===== config.mk =====
export PLATFORM = sky130hd
export DESIGN_NAME = stream_rr_arbiter
export DESIGN_NICKNAME = d
export VERILOG_FILES = /design/src/rtl/stream_rr_arbiter.sv
export SDC_FILE = /design/constraint.sdc
export NUM_CORES = 1
export LEC_CHECK = 0
export ABC_AREA = 1
export BUFFER_PORTS_ARGS = -buffer_cell sky130_fd_sc_hd__buf_2
export CAP_MARGIN = 15
export CORE_MARGIN = 2
export CORE_UTILIZATION = 30
export CTS_CLUSTER_SIZE = 12
export DETAILED_ROUTE_END_ITERATION = 8
export GPL_TIMING_DRIVEN = 0
export HOLD_SLACK_MARGIN = 0.15
export MAX_ROUTING_LAYER = met4
export PLACE_DENSITY = 0.7
export SETUP_SLACK_MARGIN = 0.1
export SLEW_MARGIN = 20
export SYNTH_ARGS = -nofsm -noshare
export SYNTH_HDL_FRONTEND = slang
export SYNTH_SLANG_ARGS = --single-unit
export TNS_END_PERCENT = 10

===== constraint.sdc =====
create_clock -name clk -period 4 [get_ports clk]
set_input_delay 0.4 -clock clk [delete_from_list [all_inputs] [get_ports clk]]
set_output_delay 0.4 -clock clk [all_outputs]
set_load 0.01 [all_outputs]

===== src/rtl/stream_rr_arbiter.sv =====
`default_nettype none
// ============================================================================
// Module  : stream_rr_arbiter
// Brief   : Round-robin N_REQ:1 valid/ready stream arbiter with a registered
//           grant. Define STREAM_ARB_BURST_EN to hold a grant for up to
//           MAX_BURST beats before rotating.
// Revision: 1.0 - initial release
// ============================================================================
module stream_rr_arbiter #(
  parameter int N_REQ     = 4,
  parameter int DW        = 32,
  parameter int MAX_BURST = 4
) (
  input  logic                     clk,
  input  logic                     rst_n,
  input  logic [N_REQ-1:0]         s_valid,
  input  logic [N_REQ*DW-1:0]      s_data,
  output logic [N_REQ-1:0]         s_ready,
  output logic                     m_valid,
  output logic [DW-1:0]            m_data,
  input  logic                     m_ready,
  output logic [$clog2(N_REQ)-1:0] m_id
);

  localparam int IW = $clog2(N_REQ);

  typedef enum logic [0:0] {
    ST_IDLE  = 1'b0,
    ST_GRANT = 1'b1
  } state_t;

  state_t        r_state, w_state_nxt;
  logic [IW-1:0] r_gnt, w_gnt_nxt;
  logic [IW-1:0] r_ptr, w_ptr_nxt;
  logic [IW-1:0] w_gnt_inc, w_start, w_winner;
  logic          w_found, w_hs, w_keep;

  function automatic logic [IW-1:0] f_wrap(input logic [IW-1:0] base, input int ofs);
    int sum;
    sum = int'(base) + ofs;
    if (sum >= N_REQ) sum = sum - N_REQ;
    return sum[IW-1:0];
  endfunction

  assign w_gnt_inc = f_wrap(r_gnt, 1);
  assign w_start   = (r_state == ST_IDLE) ? r_ptr : w_gnt_inc;
  assign w_hs      = (r_state == ST_GRANT) & s_valid[r_gnt] & m_ready;

  // Scan downward so the index closest to w_start is the last to win.
  always_comb begin
    w_found  = 1'b0;
    w_winner = '0;
    for (int i = N_REQ - 1; i >= 0; i--) begin
      if (s_valid[f_wrap(w_start, i)]) begin
        w_found  = 1'b1;
        w_winner = f_wrap(w_start, i);
      end
    end
  end

`ifdef STREAM_ARB_BURST_EN
  localparam int BW = (MAX_BURST > 1) ? $clog2(MAX_BURST) : 1;

  logic [BW-1:0] r_burst_cnt, w_burst_nxt;

  assign w_keep = (r_burst_cnt < BW'(MAX_BURST - 1));

  always_comb begin
    w_burst_nxt = r_burst_cnt;
    if (w_hs) begin
      w_burst_nxt = w_keep ? r_burst_cnt + 1'b1 : '0;
    end else if (w_state_nxt == ST_IDLE) begin
      w_burst_nxt = '0;
    end
  end

  always_ff @(posedge clk or negedge rst_n) begin
    if (!rst_n) begin
      r_burst_cnt <= '0;
    end else begin
      r_burst_cnt <= w_burst_nxt;
    end
  end
`else
  assign w_keep = 1'b0;
`endif

  always_comb begin
    w_state_nxt = r_state;
    w_gnt_nxt   = r_gnt;
    w_ptr_nxt   = r_ptr;
    m_valid     = 1'b0;
    m_data      = '0;
    m_id        = '0;
    s_ready     = '0;
    case (r_state)
      ST_IDLE: begin
        if (w_found) begin
          w_state_nxt = ST_GRANT;
          w_gnt_nxt   = w_winner;
        end
      end
      ST_GRANT: begin
        m_valid          = s_valid[r_gnt];
        m_data           = s_data[r_gnt*DW +: DW];
        m_id             = r_gnt;
        s_ready[r_gnt]   = m_ready;
        if (!s_valid[r_gnt]) begin
          w_state_nxt = ST_IDLE;
        end else if (w_hs && !w_keep) begin
          // Search already started at gnt+1, so it wraps back to gnt if alone.
          w_ptr_nxt = w_gnt_inc;
          if (w_found) begin
            w_gnt_nxt = w_winner;
          end else begin
            w_state_nxt = ST_IDLE;
          end
        end
      end
      default: w_state_nxt = ST_IDLE;
    endcase
  end

  always_ff @(posedge clk or negedge rst_n) begin
    if (!rst_n) begin
      r_state <= ST_IDLE;
      r_gnt   <= '0;
      r_ptr   <= '0;
    end else begin
      r_state <= w_state_nxt;
      r_gnt   <= w_gnt_nxt;
      r_ptr   <= w_ptr_nxt;
    end
  end

endmodule
`default_nettype wire


==> impl_metrics.py <==
metrics = {
    "setup_path": {
        "start_kind": "flop",
        "critPathMostFrequentCell": "nand2_1",
        "crit_family": "buffers and inverters",
        "crit_type": "reg2reg",
        "worstPathCellList": "buf_2 -> inv_2 -> clkbuf_1 -> ha_1 -> inv_1 -> nand2_1 -> nand2_1 -> nand2_1 -> nand2_1 -> nand2_1 -> nand3_1 -> nand3_1 -> nand2_1 -> inv_1 -> nand2_1 -> nand2_1",
        "cp.arrival_ns": 2.58,
        "worst_path_largest_cell_delay_ns": 0.44,
        "critPathSlowestCell": "clkbuf_1",
        "crit_fanout": 11,
        "endpoint_kind": "flop",
        "worstPathRequired_ns": 4.11,
        "worst-path-buf-inv": 5,
    },
    "placement": {
        "dpl_worst_slack_ns": 1.54,
        "portBuffers": 173,
        "dpl.hpwl_um": 5940,
        "gp_congestion": 0.996,
    },
    "logic_synthesis": {
        "netlist_instances": 354,
        "synth_top_cell_by_area": "nor2_1",
        "synth_nets": 493,
        "synth_top_area_share_pct": 29.2,
        "ys_ff_latch": 5,
        "yosysWarnings": 0,
        "synth-seq-area-share_pct": 7.27,
        "synth_area_um2": 1720,
        "synth_area_leaders": "nor2_1 (29%), o21ai_0 (19%), a21oi_1 (9.6%)",
        "synth_area_per_cell_um2": 4.86,
        "yosysUniqueCellTypes": 23,
    },
    "drt": {
        "wl_per_cell_um": 12.6,
        "drt_iter0_markers": 146,
        "drt_pre_antenna_iters": 5,
        "drc": 0,
        "num_vias": 2892,
        "routed_via_density": 4.79,
        "routed_wl_um": 7640,
        "ant_nets": 0,
    },
    "finish": {
        "finalCoreUtilization_pct": 49.3,
        "final_common_cell": "buf_2",
        "drive_above_1_share_pct": 37.8,
        "finalNetCount": 672,
        "fillCellCount": 634,
        "area_growth_syn_to_layout_pct": 58.7,
        "layout_common_cells": "buf_2 (180), nor2_1 (134), o21ai_0 (66)",
        "n_antenna_cell": 0,
    },
    "timing": {
        "setup_ws_ns": 1.53,
        "hold_viol_final": 0,
        "setup_tns_ns": 0,
        "rsz0062_at_grt": "no",
        "maxSlewHeadroom_pct": 64.2,
        "min_period_ns": 2.47,
        "fmaxAchievable_mhz": 404,
        "setup_violations": 0,
        "fin_crit_sh_pct": 61.9,
        "worst_clock_skew_ns": 0.000586,
        "worst_pin_slew_ns": 0.537,
        "drv_slew": 0,
    },
    "flow_run": {
        "maxCapViolations": 0,
    },
    "hold_path": {
        "min_path_type": "in2reg",
    },
    "clock_tree": {
        "clock_tree.root_cell": "clkbuf_8",
        "htree_num_levels": 1,
        "numCtsBuffers": 3,
        "insertion_delay_ns": 0.22,
        "cts_tree": "yes",
        "cts.reportedPaths.clkPinSlew_ns": 0.03,
        "cts.sinks": 5,
        "post_cts_buffers": 0,
        "clock_path_buffers": 2,
    },
    "floorplan": {
        "start_util_pct": 31.1,
        "num_io_pins": 174,
        "fp.dieW_um": 79.8,
        "dieHeight_um": 79.8,
        "dieArea_um2": 6360,
        "coreArea_um2": 5540,
        "rows": 27,
    },
    "run_status": {
        "status": "finished, final reports clean",
    },
    "grt": {
        "grt_pass1_vias": 2572,
        "antenna_found_initial": 0,
        "grt_max_degree": 12,
        "track_usage_pct": 22.9,
        "overflow": 0,
        "grt_pass1_wl_um": 11600,
    },
    "power_and_ir_drop": {
        "power_density_nw_per_um2": 767,
        "power.leakage_nw": 1.56,
        "peakVddDrop_mv": 0.409,
    },
}
[sequential cells by signal (all words and copies together), names as in the netlist]
register and count:
r_gnt 2, r_ptr 2, r_state 1
[area by class of cell]
cell class              instances  area, um^2  share of cell area [%]
well taps                      72        90.1                    3.30
plain buffers                  26         138                    5.04
multi-input cells             302        1370                    50.1
inverters                      21        88.8                    3.25
repair buffers                174         876                    32.1
clock buffers                   4        45.0                    1.65
flip-flops and latches          5         125                    4.58
[synthesized netlist by cell type]
| master | count |
|---|---|
| nor2_1 | 134 |
| o21ai_0 | 66 |
| nand2_1 | 39 |
| a21oi_1 | 33 |
| inv_1 | 17 |
| clkbuf_1 | 12 |
| nand3_1 | 11 |
| buf_2 | 7 |
| nand2_2 | 6 |
| dfrtp_1 | 5 |
| buf_1 | 4 |
| ha_1 | 4 |
| nand2_4 | 3 |
| buf_6 | 2 |
| inv_2 | 2 |
| nand4_1 | 2 |
| buf_12 | 1 |
| inv_4 | 1 |
| inv_8 | 1 |
| nand3_2 | 1 |
| nor2_4 | 1 |
| o211ai_1 | 1 |
| o21bai_1 | 1 |
[per-layer routing]
layer / wire [um] / global-route usage [%]
met1: 3210 / 27.3
met5: 0 / -
met3: 619 / 3.39
met4: 0 / 1.86
met2: 3810 / 42.4
[what timing repair did]
action	4_1_cts	5_1_grt
endpoints found under the hold margin	5	0
gates resized for setup	0	0
hold buffers	1	0
[worst min-delay path: cells and delay by family]
| family | cells | cell delay (ns) |
|---|---|---|
| compound gates | 1 | 0.07 |
| buf+inv | 1 | 0.12 |
| simple gates | 1 | 0.08 |
[logic make-up after synthesis]
group,share of synthesized area (%)
AOI/OAI and AO/OA,29.7
DFF,7.27
buffers and inverters,13.2
and+or+nand+nor,47.0
adders and majority gates,2.91
[report_power, final]
group	switching, mW	total, mW	internal, mW
Clock	0.0239	0.0922	0.0683
Sequential	0.0241	0.103	0.0785
Combinational	1.20	1.90	0.705
[stage by stage]
step                      instance area [um^2]  instances  hold WS [ns]  total power [mW]
after CTS                                 2730        604         0.499              2.10
after detailed placement                  2680        599         0.224              1.99
after global placement                    2680        599         0.219              1.97
after global routing                      2730        604         0.506              2.35
after floorplan                           1720        354         0.104              1.40
final                                     2730        604         0.499              2.10
[path summary, 6_finish.rpt]
path                                      start                   end  slack, ns  cells past startpoint
max reg2reg                r_gnt[1]$_DFFE_PN0P_  r_gnt[0]$_DFFE_PN0P_       1.53                     16
min in group asynchronous                 rst_n     r_state$_DFF_PN0_       0.53                      2
min reg2reg                r_ptr[1]$_DFFE_PN0P_  r_ptr[1]$_DFFE_PN0P_       0.52                      2
min                                     m_ready  r_ptr[1]$_DFFE_PN0P_       0.50                      3
max                        r_gnt[1]$_DFFE_PN0P_  r_gnt[0]$_DFFE_PN0P_       1.53                     16
max in group asynchronous                 rst_n  r_gnt[1]$_DFFE_PN0P_       3.34                      2
No activity file was read; power rests on OpenSTA's default activity.
